**src/rtl/mode_controller_if.sv**
```systemverilog
// Button inputs and display/generator outputs of the tuner/metronome menu.
// master drives the buttons; slave is the controller.
interface mode_controller_if;
   logic       btn_next;
   logic       btn_mode;
   logic       btn_select;
   logic [7:0] stateNum;
   logic       tone_en;
   logic       metro_en;
   logic [2:0] note_sel;
   logic [1:0] bpm_sel;

   modport master (
      output btn_next, btn_mode, btn_select,
      input  stateNum, tone_en, metro_en, note_sel, bpm_sel
   );

   modport slave (
      input  btn_next, btn_mode, btn_select,
      output stateNum, tone_en, metro_en, note_sel, bpm_sel
   );
endinterface

```
**src/rtl/mode_controller.sv**
```systemverilog
// Tuner/metronome menu FSM: synchronised, debounced buttons in,
// stateNum code plus tone/metronome enables and selects out.
module mode_controller #(
   parameter int DEBOUNCE_CYCLES = 1000000
) (
   input logic               clk,
   input logic               reset,
   mode_controller_if.slave  bus
);

   localparam int CW = $clog2(DEBOUNCE_CYCLES) + 1;
   localparam logic [CW-1:0] CNT_MAX = CW'(DEBOUNCE_CYCLES - 1);

   localparam logic [7:0] S_IDLE     = 8'd0;
   localparam logic [7:0] S_E2       = 8'd1;
   localparam logic [7:0] S_W12      = 8'd12;
   localparam logic [7:0] S_M60      = 8'd13;
   localparam logic [7:0] S_W20      = 8'd20;
   localparam logic [7:0] S_TO_METRO = 8'd22;
   localparam logic [7:0] S_TO_TUNER = 8'd24;

   function automatic logic f_tdisp(input logic [7:0] s);
      return s[0] && (s <= 8'd11);
   endfunction

   function automatic logic f_mdisp(input logic [7:0] s);
      return s[0] && (s >= 8'd13) && (s <= 8'd19);
   endfunction

   function automatic logic f_wait(input logic [7:0] s);
      return !s[0] && (s >= 8'd2) && (s <= 8'd20);
   endfunction

   // bit 0 = next, bit 1 = mode, bit 2 = select
   logic [2:0]    w_raw;
   logic [2:0]    r_sync1;
   logic [2:0]    r_sync2;
   logic [2:0]    r_deb;
   logic [CW-1:0] r_cnt [3];

   assign w_raw = {bus.btn_select, bus.btn_mode, bus.btn_next};

   always_ff @(posedge clk or negedge reset) begin
      if (!reset) begin
         r_sync1 <= '0;
         r_sync2 <= '0;
         r_deb   <= '0;
         for (int i = 0; i < 3; i++) r_cnt[i] <= '0;
      end else begin
         r_sync1 <= w_raw;
         r_sync2 <= r_sync1;
         for (int i = 0; i < 3; i++) begin
            if (r_sync2[i] == r_deb[i]) begin
               r_cnt[i] <= '0;
            end else if (r_cnt[i] == CNT_MAX) begin
               r_deb[i] <= r_sync2[i];
               r_cnt[i] <= '0;
            end else begin
               r_cnt[i] <= r_cnt[i] + CW'(1);
            end
         end
      end
   end

   logic       w_n;
   logic       w_m;
   logic       w_sel_rise;
   logic       r_sel_q;
   logic [7:0] r_state;
   logic [7:0] w_nxt;
   logic       r_run;
   logic       w_run_nxt;
   logic       r_tone;
   logic       r_metro;
   logic [2:0] r_note;
   logic [1:0] r_bpm;
   logic       w_idle;
   logic       w_tdisp;
   logic       w_mdisp;
   logic       w_wait;
   logic       w_tomet;
   logic       w_totun;

   assign w_n        = r_deb[0];
   assign w_m        = r_deb[1];
   assign w_sel_rise = r_deb[2] && !r_sel_q;

   assign w_idle  = (r_state == S_IDLE);
   assign w_tdisp = f_tdisp(r_state);
   assign w_mdisp = f_mdisp(r_state);
   assign w_wait  = f_wait(r_state);
   assign w_tomet = (r_state == S_TO_METRO);
   assign w_totun = (r_state == S_TO_TUNER);

   always_comb begin
      w_nxt = r_state;
      unique case (1'b1)
         w_idle:  if (w_m) w_nxt = S_TO_TUNER;
         w_tdisp: begin
            if (w_m)      w_nxt = S_TO_METRO;
            else if (w_n) w_nxt = r_state + 8'd1;
         end
         w_mdisp: begin
            if (w_m)      w_nxt = S_TO_TUNER;
            else if (w_n) w_nxt = r_state + 8'd1;
         end
         w_wait: begin
            if (!w_n) begin
               if (r_state == S_W12)      w_nxt = S_E2;
               else if (r_state == S_W20) w_nxt = S_M60;
               else                       w_nxt = r_state + 8'd1;
            end
         end
         w_tomet: if (!w_m) w_nxt = S_M60;
         w_totun: if (!w_m) w_nxt = S_E2;
         default: w_nxt = S_IDLE;
      endcase
   end

   always_comb begin
      w_run_nxt = r_run;
      if (w_nxt == S_TO_METRO || w_nxt == S_TO_TUNER)
         w_run_nxt = 1'b0;
      else if ((w_tdisp || w_mdisp) && w_sel_rise)
         w_run_nxt = ~r_run;
   end

   always_ff @(posedge clk or negedge reset) begin
      if (!reset) begin
         r_state <= S_IDLE;
         r_sel_q <= 1'b0;
         r_run   <= 1'b0;
         r_tone  <= 1'b0;
         r_metro <= 1'b0;
         r_note  <= '0;
         r_bpm   <= '0;
      end else begin
         r_state <= w_nxt;
         r_sel_q <= r_deb[2];
         r_run   <= w_run_nxt;
         r_tone  <= w_run_nxt && f_tdisp(w_nxt);
         r_metro <= w_run_nxt && f_mdisp(w_nxt);
         // display codes map directly onto the select values
         if (f_tdisp(w_nxt)) r_note <= w_nxt[3:1];
         if (f_mdisp(w_nxt)) r_bpm  <= {~w_nxt[2], w_nxt[1]};
      end
   end

   assign bus.stateNum = r_state;
   assign bus.tone_en  = r_tone;
   assign bus.metro_en = r_metro;
   assign bus.note_sel = r_note;
   assign bus.bpm_sel  = r_bpm;

endmodule

```
**src/flat_wrapper.sv**
```systemverilog
// flat-port wrapper written by rule: the top's interface ports become plain ports
module mode_controller_flat 
#(
   parameter int DEBOUNCE_CYCLES = 1000000
)
  (clk, reset, bus_btn_next, bus_btn_mode, bus_btn_select, bus_stateNum, bus_tone_en, bus_metro_en, bus_note_sel, bus_bpm_sel);
  mode_controller_if bus_i ();
  input logic clk;
  input logic reset;
  input wire logic [$bits(bus_i.btn_next)-1:0] bus_btn_next;
  input wire logic [$bits(bus_i.btn_mode)-1:0] bus_btn_mode;
  input wire logic [$bits(bus_i.btn_select)-1:0] bus_btn_select;
  output wire logic [$bits(bus_i.stateNum)-1:0] bus_stateNum;
  output wire logic [$bits(bus_i.tone_en)-1:0] bus_tone_en;
  output wire logic [$bits(bus_i.metro_en)-1:0] bus_metro_en;
  output wire logic [$bits(bus_i.note_sel)-1:0] bus_note_sel;
  output wire logic [$bits(bus_i.bpm_sel)-1:0] bus_bpm_sel;
  assign bus_i.btn_next = bus_btn_next;
  assign bus_i.btn_mode = bus_btn_mode;
  assign bus_i.btn_select = bus_btn_select;
  assign bus_stateNum = bus_i.stateNum;
  assign bus_tone_en = bus_i.tone_en;
  assign bus_metro_en = bus_i.metro_en;
  assign bus_note_sel = bus_i.note_sel;
  assign bus_bpm_sel = bus_i.bpm_sel;
  mode_controller #(.DEBOUNCE_CYCLES(DEBOUNCE_CYCLES)) u_core (.clk(clk), .reset(reset), .bus(bus_i));
endmodule
```
**config.mk**
```make
export PLATFORM = sky130hd
export DESIGN_NAME = mode_controller_flat
export DESIGN_NICKNAME = d
export VERILOG_FILES = /design/src/rtl/mode_controller_if.sv /design/src/rtl/mode_controller.sv /design/src/flat_wrapper.sv
export SDC_FILE = /design/constraint.sdc
export NUM_CORES = 1
export LEC_CHECK = 0
export ABC_AREA = 1
export CAP_MARGIN = 15
export CORE_MARGIN = 1.5
export CORE_UTILIZATION = 55
export CTS_CLUSTER_DIAMETER = 80
export CTS_CLUSTER_SIZE = 12
export DETAILED_ROUTE_END_ITERATION = 8
export PLACE_DENSITY = 0.84
export SLEW_MARGIN = 20
export SYNTH_ARGS = -nofsm -noshare
export SYNTH_HDL_FRONTEND = slang
export SYNTH_SLANG_ARGS = --single-unit
```
**constraint.sdc**
```tcl
create_clock -name clk -period 2 [get_ports clk]
set_input_delay 0.4 -clock clk [delete_from_list [all_inputs] [get_ports clk]]
set_output_delay 0.4 -clock clk [all_outputs]
set_load 0.02 [all_outputs]
```
### Word level (Yosys, flattened, before mapping)

Index checks and enable logic that the tools add are counted.

| storage, ports and cells | value |
|---|---|
| flip-flop bits (word level) | 89 |
| bits of input ports | 5 |
| output and inout bits | 15 |
| logic and storage cells | 82 |

| operators by class | value |
|---|---|
| add/sub/neg operators | 4 |
| $lt $le $gt $ge | 8 |
| equal/unequal tests | 12 |
| multiplexer cells | 18 |
| bitwise operators | 5 |
| reductions and logical operators | 20 |

Operators with widths:

| operator | number |
|---|---|
| $mux 21 | 6 |
| $mux 8 | 9 |
| $add 21x1->21 const B | 3 |
| $eq 21x20->1 const B | 3 |
| $pmux 8 s6 | 1 |
| $eq 8x5->1 const B | 5 |
| $le 8x5->1 const B | 3 |
| $ge 8x4->1 const B | 2 |
| $le 8x4->1 const B | 2 |
| $logic_and 1x1->1 | 12 |
| $add 8x1->8 const B | 1 |
| $eq 8x4->1 const B | 1 |
| $ge 8x2->1 const B | 1 |
| $logic_not 8->1 | 1 |
| $reduce_and 2->1 | 3 |
| $not 1->1 | 5 |
| $eq 1x1->1 | 3 |
| $logic_not 1->1 | 2 |
| $logic_or 1x1->1 | 2 |
| $mux 1 | 2 |

### Logic depth before layout (Yosys ltp)

Gate-level depths: netlist of the first run.

| depth | value |
|---|---|
| word-level depth | 9 |
| gate-level depth with buffers | 17 |
| gate-level depth less buffers | 16 |

### Least setup slack after synthesis of the first run

Ideal clock, no wire load.

| timing path | value |
|---|---|
| kind | register to register |
| start | reg u_core.r_state[0], in the netlist u_core.bus.stateNum[0] |
| end | reg u_core.r_tone, in the netlist u_core.bus.tone_en |
| library setup time | 0.121 ns |
| arrival | 1.967 ns |
| required time | 1.879 ns |
| path slack | -0.087 ns |
| stages on the path, launching flop included | 14 |
| path buffers | 1 |
| clock period less this slack | 2.087 ns |
| path through | dfrtp_1 > buf_2 > inv_1 > ha_1 > nand2_1 > o21ai_0 > o21ai_0 > nand3_1 > nor2_1 > nand2_1 > nor2_1 > nand3_1 > nand3_1 > nor2_1 |

| on the way | value |
|---|---|
| longest elaborated chain between the ends | 9 |
| elaborated cells on any way between the ends | 37 |
| those cells by class | add/sub: 1; order compare: 6; eq/ne: 6; mux: 12; reduce/logical: 12 |

RTL lines:

| what | RTL line | source |
|---|---|---|
| start, declared | mode_controller.sv:69 | `logic [7:0] r_state;` |
| start signal, assigned | mode_controller.sv:138 | `r_state <= w_nxt;` |
| $add 8x1->8 / $eq 8x5->1 (equally long branches) | n/a |  |
| $mux 8 | mode_controller.sv:110 | `else if (r_state == S_W20) w_nxt = S_M60;` |
| $mux 8 | mode_controller.sv:109 | `if (r_state == S_W12) w_nxt = S_E2;` |
| $mux 8 | mode_controller.sv:108 | `if (!w_n) begin` |
| $pmux 8 s6 * | mode_controller.sv:97 | `unique case (1'b1)` |
| via u_core.w_nxt[1] | mode_controller.sv:70 | `logic [7:0] w_nxt;` |
| parallel branches: the longest is 3 deep, another holds $le 8x4->1 | n/a |  |
| $logic_and 1x1->1 * | mode_controller.sv:141 | `r_tone <= w_run_nxt && f_tdisp(w_nxt);` |
| end signal, assigned | mode_controller.sv:141 |  |
| end, declared | mode_controller.sv:73 | `logic r_tone;` |

Mark *: on every way through the listed nets, which the timed path passes.
A chain may end at the register's enable or synchronous reset.

### Final worst setup path of the first run

| timing path | value |
|---|---|
| start | reg u_core.r_state[0], in the netlist u_core.bus.stateNum[0] |
| end | reg u_core.r_bpm[0], in the netlist u_core.bus.bpm_sel[0] |

| on the way | value |
|---|---|
| longest elaborated chain between the ends | 8 |
| elaborated cells on any way between the ends | 31 |
| those cells by class | add/sub: 1; order compare: 7; eq/ne: 4; mux: 10; reduce/logical: 9 |

RTL lines:

| what | RTL line | source |
|---|---|---|
| $add 8x1->8 / $eq 8x5->1 (equally long branches) | n/a |  |
| $mux 8 | mode_controller.sv:110 |  |
| $mux 8 | mode_controller.sv:109 |  |
| $mux 8 | mode_controller.sv:108 |  |
| $pmux 8 s6 * | mode_controller.sv:97 |  |
| via u_core.w_nxt[3] | mode_controller.sv:70 |  |
| $ge 8x4->1 | mode_controller.sv:27 | `return s[0] && (s >= 8'd13) && (s <= 8'd19);` |
| $logic_and 1x1->1 | mode_controller.sv:27 |  |
| $logic_and 1x1->1 * | mode_controller.sv:27 |  |
| end signal, assigned | mode_controller.sv:145 | `if (f_mdisp(w_nxt)) r_bpm <= {~w_nxt[2], w_nxt[1]};` |
| end, declared | mode_controller.sv:76 | `logic [1:0] r_bpm;` |

The timed path passes the listed nets; every way through them passes the cells marked *.

==> impl_metrics.py, run 1 <==
metrics = {
    "run_status": {
        "run_status": "complete, but fails checks",
        "failed_checks": "hold timing",
    },
    "placement": {
        "dpl-instance-area_mm2": 0.005530,
        "numPortBuffers": 19,
        "routabilityCongestion": 0.9188,
        "pre_cts_ws_ns": -0.02577,
        "dp_hpwl_um": 8359,
    },
    "clocking": {
        "cts_buffer_depth": 2,
        "tritoncts_clock_tree": "built",
        "clk_pin_slew_ns": 0.08,
        "cts.root.buffer_cell": "clkbuf_8",
        "postCtsHoldBufs": 0,
        "worst_skew_pair.late_latency_ns": 0.36,
        "cts_sinks": 89,
        "cts_buffers": 9,
        "htreeDepth": 3,
    },
    "finish": {
        "fin_area_mm2": 0.006068,
        "final_layout_size_suffix_gt1_frac": 0.1928,
        "finish.net_count": 735,
        "diodes": 0,
        "mostFrequentLayoutCells": "nand2_1 (114), inv_1 (85), dfrtp_1 (83), nor2_1 (80), nand3_1 (45)",
        "layout.cells.most_common": "nand2_1",
        "synthToLayoutAreaGrowth_pct": 19.25,
    },
    "synth": {
        "synth_fa_ha_area_frac": 0.01967,
        "synth-edff-count": 0,
        "ys_top_cells_by_area": "dfrtp_1 (44%), nand2_1 (9.4%), nor2_1 (6.8%), inv_1 (6.6%), nand3_1 (4.8%)",
        "syn-cell-area_mm2": 0.005089,
        "synth_xor_xnor_area_share": 0.03442,
        "yosysTopAreaCell": "dfrtp_1",
        "post_synth_mux_area_share": 0.004180,
        "syn_avg_cell_area_um2": 7.710,
        "main_flop_type_after_synthesis": "dfrtp_1",
        "synth_compound_area_frac": 0.07327,
        "share_of_synthesized_area_occupied_by_flip_flops_and_latches": 0.4377,
        "ys_async_sr_fraction": 1.000,
        "combinational_family_with_the_most_area_after_synthesis": "simple AND/OR/NAND/NOR gates",
        "ys_ff_latch": 89,
        "synth-warning-count": 0,
        "post_synth_and_or_nand_nor_area_fraction": 0.3477,
        "synthCells": 660,
        "post-synth-top-area-fraction": 0.4377,
        "number_of_distinct_standard_cells_referenced_by_the_synthesized_netlist": 40,
    },
    "setup_path": {
        "critical_path.max_fanout": 7,
        "cp_top_family": "simple AND/OR/NAND/NOR gates",
        "slowest_stage": "dfrtp_2",
        "critical_path_class": "reg -> reg",
        "crit_chain": "inv_4 > ha_4 > inv_1 > nor2_1 > nand3_2 > nand3_1 > a21oi_2 > nand3_2 > nand2_2 > nand2_2 > nand3_2 > nand2_1 > nand2_1",
        "reg2reg_from": "u_core.bus.stateNum[0]",
        "critical_path.reg2reg.endpoint": "u_core.bus.bpm_sel[0]",
        "regToRegSetupSlack_ns": 0.009,
        "cp_data_arrival_time_ns": 2.25,
        "r2r.worst_path.cells": 13,
        "critPathLaunchType": "flop",
        "endpoint_kind": "flop",
        "critical-path-top-cell-by-count": "nand3_2",
        "cp_slowest_stage_delay_ns": 0.46,
        "crit_start": "u_core.bus.stateNum[0]",
        "critical_path.n_buffers_inverters": 2,
        "worst-endpoint-required_ns": 2.26,
    },
    "timing": {
        "setup_violations": 0,
        "min_setup_slack_post_route_ns": 0.008613,
        "finalHoldViolCount": 8,
        "worst_clock_skew_ns": 0.01196,
        "fin_crit_sh": 0.9957,
        "hold_slack_ns": -0.002288,
        "layout_min_cycle_time_ns": 1.991,
        "fmax_ghz": 0.5022,
        "setup_repair_after_global_routing_missed_its_margin": "yes",
        "maxSlewViolCount": 0,
    },
    "global_route": {
        "grt_remaining_overflow": 0,
        "grt_antenna_before_repair": 0,
        "first_global_vias": 4472,
        "first_pass_grt_wire_length_um": 19760,
        "track_usage": 0.2473,
        "grt_max_degree": 42,
    },
    "route": {
        "drt-vias-per-instance": 5.721,
        "wl_um": 12190,
        "drt_pass1_iterations": 5,
        "ant_nets": 0,
        "route.vias.total": 4771,
        "wl_per_cell_um": 14.62,
        "drt_iter0_drc": 271,
        "drt_drc_violations_left": 0,
    },
    "power_and_ir_drop": {
        "power_per_cell_area_mw_per_mm2": 545.1,
        "leakage_nw": 2.776,
        "max-vdd-ir-drop_v": 0.0003492,
    },
    "die": {
        "vertical_die_dimension_um": 99.19,
        "boundaryPins": 20,
        "floorplan.die_area_mm2": 0.009838,
        "die_w_um": 99.19,
        "floorplan.rows": 34,
        "core_mm2": 0.008848,
        "initial_cell_density_of_the_core": 0.5751,
    },
    "flow_run": {
        "drv.max_cap_violation_count": 0,
    },
    "hold_path": {
        "hp-class": "in -> async",
    },
}
==> kinds of logic after synthesis <==
logic type,count (synthesis)
simple gates,366
buf+inv,104
flops,89
compound gates,70
xor+xnor,20
fa+ha+maj,8
mux,2
other cells,1
==> state kept, by name (all words and copies together), names as in the netlist, 2 cells and up <==
register / flops
u_core.bus.stateNum: 8
u_core.r_sync2: 3
u_core.r_sync1: 3
u_core.r_cnt: 63
u_core.r_deb: 3
u_core.bus.bpm_sel: 2
u_core.bus.note_sel: 3
==> power breakdown <==
part           internal, mW  switching (mW)  total, mW
clock network         0.641           0.618       1.26
registers              1.82          0.0209       1.84
logic                0.0720           0.133      0.205
total                  2.54           0.771       3.31
==> stage by stage <==
step	std cells	total power, mW	hold WS [ns]	setup TNS, ns	utilization
after global placement	801	2.058	0.3363	0	0.6250
after detailed placement	801	2.066	0.3347	-0.1465	0.6250
after CTS	816	3.309	0.007042	0	0.6480
after global routing	834	3.423	0.02992	-0.7959	0.6858
after floorplan	662	1.970	0.1044	0	-
final	834	3.308	-0.002288	0	0.6858
==> worst max-delay path by stage <==
stage                     cells after the start                endpoint  slack [ns]
after detailed placement                     13   u_core.bus.bpm_sel[0]       -0.03
after CTS                                    13     u_core.bus.metro_en       0.008
after global routing                         15      u_core.bus.tone_en       -0.11
final                                        13   u_core.bus.bpm_sel[0]       0.009
after floorplan                              12      u_core.bus.tone_en        0.02
after global placement                       13  u_core.bus.note_sel[1]       0.008
==> worst reg2reg max path, stage by stage, from the launching register on <==
cell     delay, ns
dfrtp_2       0.46
inv_4         0.12
ha_4          0.18
inv_1         0.06
nor2_1        0.25
nand3_2       0.16
nand3_1       0.14
a21oi_2       0.06
nand3_2       0.09
nand2_2       0.09
nand2_2       0.09
nand3_2       0.10
nand2_1       0.07
nand2_1       0.04
==> timing repair <==
| item | CTS | global route |
|---|---|---|
| resized for setup | 5 | 59 |
| setup endpoints to repair | 10 | 22 |
| buffers inserted | 0 | 18 |
| pin swaps | 0 | 19 |
==> Yosys cell counts (all sizes together) (16+ instances only) <==
cell / n
inv: 95
nand3: 55
nor3: 21
nand2: 131
dfrtp: 89
xor2: 17
a21oi: 35
nor2: 103
o21ai: 24
nand4: 28
nor4: 16
==> cell type report <==
cell class | instances | area, um2
Inverter | 95 | 364.1
Multi-Input combinational cell | 469 | 2639
Sequential cell | 89 | 2235
Fill cell | 719 | 2780
Clock buffer | 13 | 158.9
Tap cell | 108 | 135.1
Clock inverter | 2 | 37.54
Timing Repair Buffer | 58 | 499.2
==> routing by layer <==
metal / vias to the layer above / track usage / wire length [um]
met1: 2282 / 0.3172 / 5164
met2: 177 / 0.4228 / 6019
met3: 37 / 0.04146 / 657
met4: 0 / 0.09534 / 352
li1: 2275 / - / -
met5: - / 0 / 0
(Power assumes the default switching activity.)
==> run 2, diff against run 1 <==
Settings changed: PLACE_DENSITY 0.84 to 0.76.
==> run 2 against run 1 <==
  * Utilization is 2.4 points higher
  * The run now ends clean
  * Combinational power is 9% higher
  * Sequential power hardly changed
  * Critical path depth is 1 lower
  * Die area stayed put
  * Hold slack better by 0.36 ns
==> impl_metrics.py, run 2 (synthesis results as in run 1) <==
metrics = {
    "power_and_ir_drop": {
        "switching_power_uw": 834.6,
        "share_seq_of_total_power": 0.533,
        "max-vdd-ir-drop_v": 0.0004036,
        "p_clk_frac": 0.402,
        "power_per_cell_area_mw_per_mm2": 550.8,
        "p_sw_frac": 0.2411,
        "power.internal_mw": 2.627,
        "leakage_nw": 2.847,
        "power.share.combinational": 0.064,
    },
    "route": {
        "route.vias.total": 4639,
        "ant_nets": 0,
        "wl_per_cell_um": 14.16,
        "drt-vias-per-instance": 5.542,
        "drt_iter0_drc": 208,
        "wl_um": 11850,
        "drt_drc_violations_left": 0,
        "drt_pass1_iterations": 5,
    },
    "flow_run": {
        "drv.max_cap_violation_count": 0,
    },
    "clocking": {
        "cts_sinks": 89,
        "htreeDepth": 3,
        "tritoncts_clock_tree": "built",
        "clk_pin_slew_ns": 0.09,
        "cts_buffers": 9,
        "cts.root.buffer_cell": "clkbuf_8",
        "cts_buffer_depth": 2,
        "worst_skew_pair.late_latency_ns": 0.36,
    },
    "setup_path": {
        "critical_path_class": "reg -> reg",
        "critical_path.reg2reg.endpoint": "u_core.bus.tone_en",
        "critical_path.n_buffers_inverters": 0,
        "cp_top_family": "simple AND/OR/NAND/NOR gates",
        "worst-endpoint-required_ns": 2.25,
        "crit_chain": "nor2_2 > nand2_1 > nor2_4 > nor2_2 > nor2_4 > nand2_1 > nor2_2 > nor2_4 > nor2_1 > nand3_1 > nand3_2 > nor2_1",
        "r2r.worst_path.cells": 12,
        "reg2reg_from": "u_core.bus.stateNum[6]",
        "regToRegSetupSlack_ns": 0.03,
        "cp_data_arrival_time_ns": 2.22,
        "critical_path_depth": 12,
        "endpoint_kind": "flop",
        "critPathLaunchType": "flop",
        "critical_path.max_fanout": 4,
        "cp_slowest_stage_delay_ns": 0.41,
        "slowest_stage": "dfrtp_1",
    },
    "finish": {
        "synthToLayoutAreaGrowth_pct": 23.51,
        "finish.net_count": 737,
        "final.fill_count": 643,
        "fin_cells": 837,
        "mostFrequentLayoutCells": "nand2_1 (111), inv_1 (86), dfrtp_1 (84), nor2_1 (77), nand3_1 (39)",
        "largest_reg_flops": 63,
        "diodes": 0,
        "regMostFlops": "u_core.r_cnt",
        "layout.cells.most_common": "nand2_1",
        "final_layout_size_suffix_gt1_frac": 0.2195,
    },
    "global_route": {
        "track_usage": 0.2421,
        "grt_antenna_before_repair": 0,
        "first_global_vias": 4355,
        "grt_max_degree": 34,
        "first_pass_grt_wire_length_um": 19400,
        "grt_remaining_overflow": 0,
    },
    "die": {
        "boundaryPins": 20,
        "core_mm2": 0.008848,
        "floorplan.die_area_mm2": 0.009838,
        "vertical_die_dimension_um": 99.19,
        "initial_cell_density_of_the_core": 0.5751,
        "floorplan.rows": 34,
        "die_w_um": 99.19,
    },
    "timing": {
        "fmax_ghz": 0.5085,
        "fin_crit_sh": 0.9832,
        "setup_repair_after_global_routing_missed_its_margin": "yes",
        "finalHoldViolCount": 0,
        "hold_slack_ns": 0.3582,
        "setup_violations": 0,
        "maxSlewViolCount": 0,
        "layout_min_cycle_time_ns": 1.966,
        "worst_clock_skew_ns": 0.01101,
    },
    "hold_path": {
        "worstHoldEndpoint": "u_core.r_sync2[2]",
        "min_delay_path_depth": 0,
        "hp-class": "reg -> reg",
        "hold_path.startpoint": "u_core.r_sync1[2]",
    },
    "run_status": {
        "run_status": "complete, no violations",
    },
    "placement": {
        "placed_cells_incl_taps": 805,
        "numPortBuffers": 19,
        "routabilityCongestion": 0.9565,
        "dp_hpwl_um": 8124,
    },
}
## run 2: worst max-delay path by stage
stage | start | end | slack (ns)
2_1_floorplan | u_core.bus.stateNum[1] | u_core.bus.tone_en | 0.02
3_3_place_gp | u_core.bus.stateNum[0] | u_core.bus.note_sel[0] | 0.04
3_5_place_dp | u_core.bus.stateNum[0] | u_core.bus.note_sel[2] | -0.02
4_1_cts | u_core.bus.stateNum[4] | bus_stateNum[4] | 0.003
5_1_grt | u_core.bus.stateNum[0] | u_core.bus.tone_en | -0.08
6_report | u_core.bus.stateNum[6] | u_core.bus.tone_en | 0.03
## run 2: repair_timing
| item | 4_1_cts | 5_1_grt |
|---|---|---|
| endpoints found under the hold margin | 23 | 0 |
| pin swaps | 1 | 33 |
| hold buffers | 1 | 0 |
| endpoints found under the setup margin | 10 | 27 |
| gates resized for setup | 5 | 93 |
| buffers inserted | 0 | 15 |
## run 2: worst reg2reg max path, stage by stage (launching register included)
cell     delay [ns]
dfrtp_1        0.41
nor2_2         0.21
nand2_1        0.20
nor2_4         0.17
nor2_2         0.06
nor2_4         0.16
nand2_1        0.08
nor2_2         0.16
nor2_4         0.06
nor2_1         0.11
nand3_1        0.10
nand3_2        0.09
nor2_1         0.05
## run 2: cell type report
class                   count  area (um2)  share of cell area
inverters                  95       374.1             0.05953
multi-input cells         469        2783              0.4428
repair buffers             60       535.5             0.08521
clock inverters             7       100.1             0.01593
well taps                 108       135.1             0.02150
flip-flops and latches     89        2233              0.3554
clock buffers               9       123.9             0.01971
## run 2: metal layers
layer,global-route usage,routed length [um]
met1,0.3355,5260
met2,0.3979,5715
met3,0.03795,614
met4,0.07042,264
met5,0,0
## run 2: per-stage QoR
stage	TNS, ns	instance area, um2	util	power [mW]	setup WS, ns
after floorplan	0	5097	-	1.970	0.02165
after global placement	0	5560	0.6284	2.062	0.03536
after detailed placement	-0.04561	5560	0.6284	2.068	-0.01698
after CTS	0	5804	0.6560	3.459	0.002921
after global routing	-0.6117	6285	0.7103	3.621	-0.08320
final	0	6285	0.7103	3.461	0.03360
## run 2: power groups by stage
stage          combinational, mW  clock (mW)  sequential, mW
3_5_place_dp               0.190           0            1.88
2_1_floorplan             0.0898           0            1.88
3_3_place_gp               0.185           0            1.88
4_1_cts                    0.193        1.42            1.84
6_report                   0.223        1.39            1.85
5_1_grt                    0.255        1.51            1.85
==> run 3, diff against run 2 <==
Settings changed: ABC_CLOCK_PERIOD_IN_PS set to 2000.
==> results of run 3 <==
Final layout, timing and power as in run 2 (identical DEF).
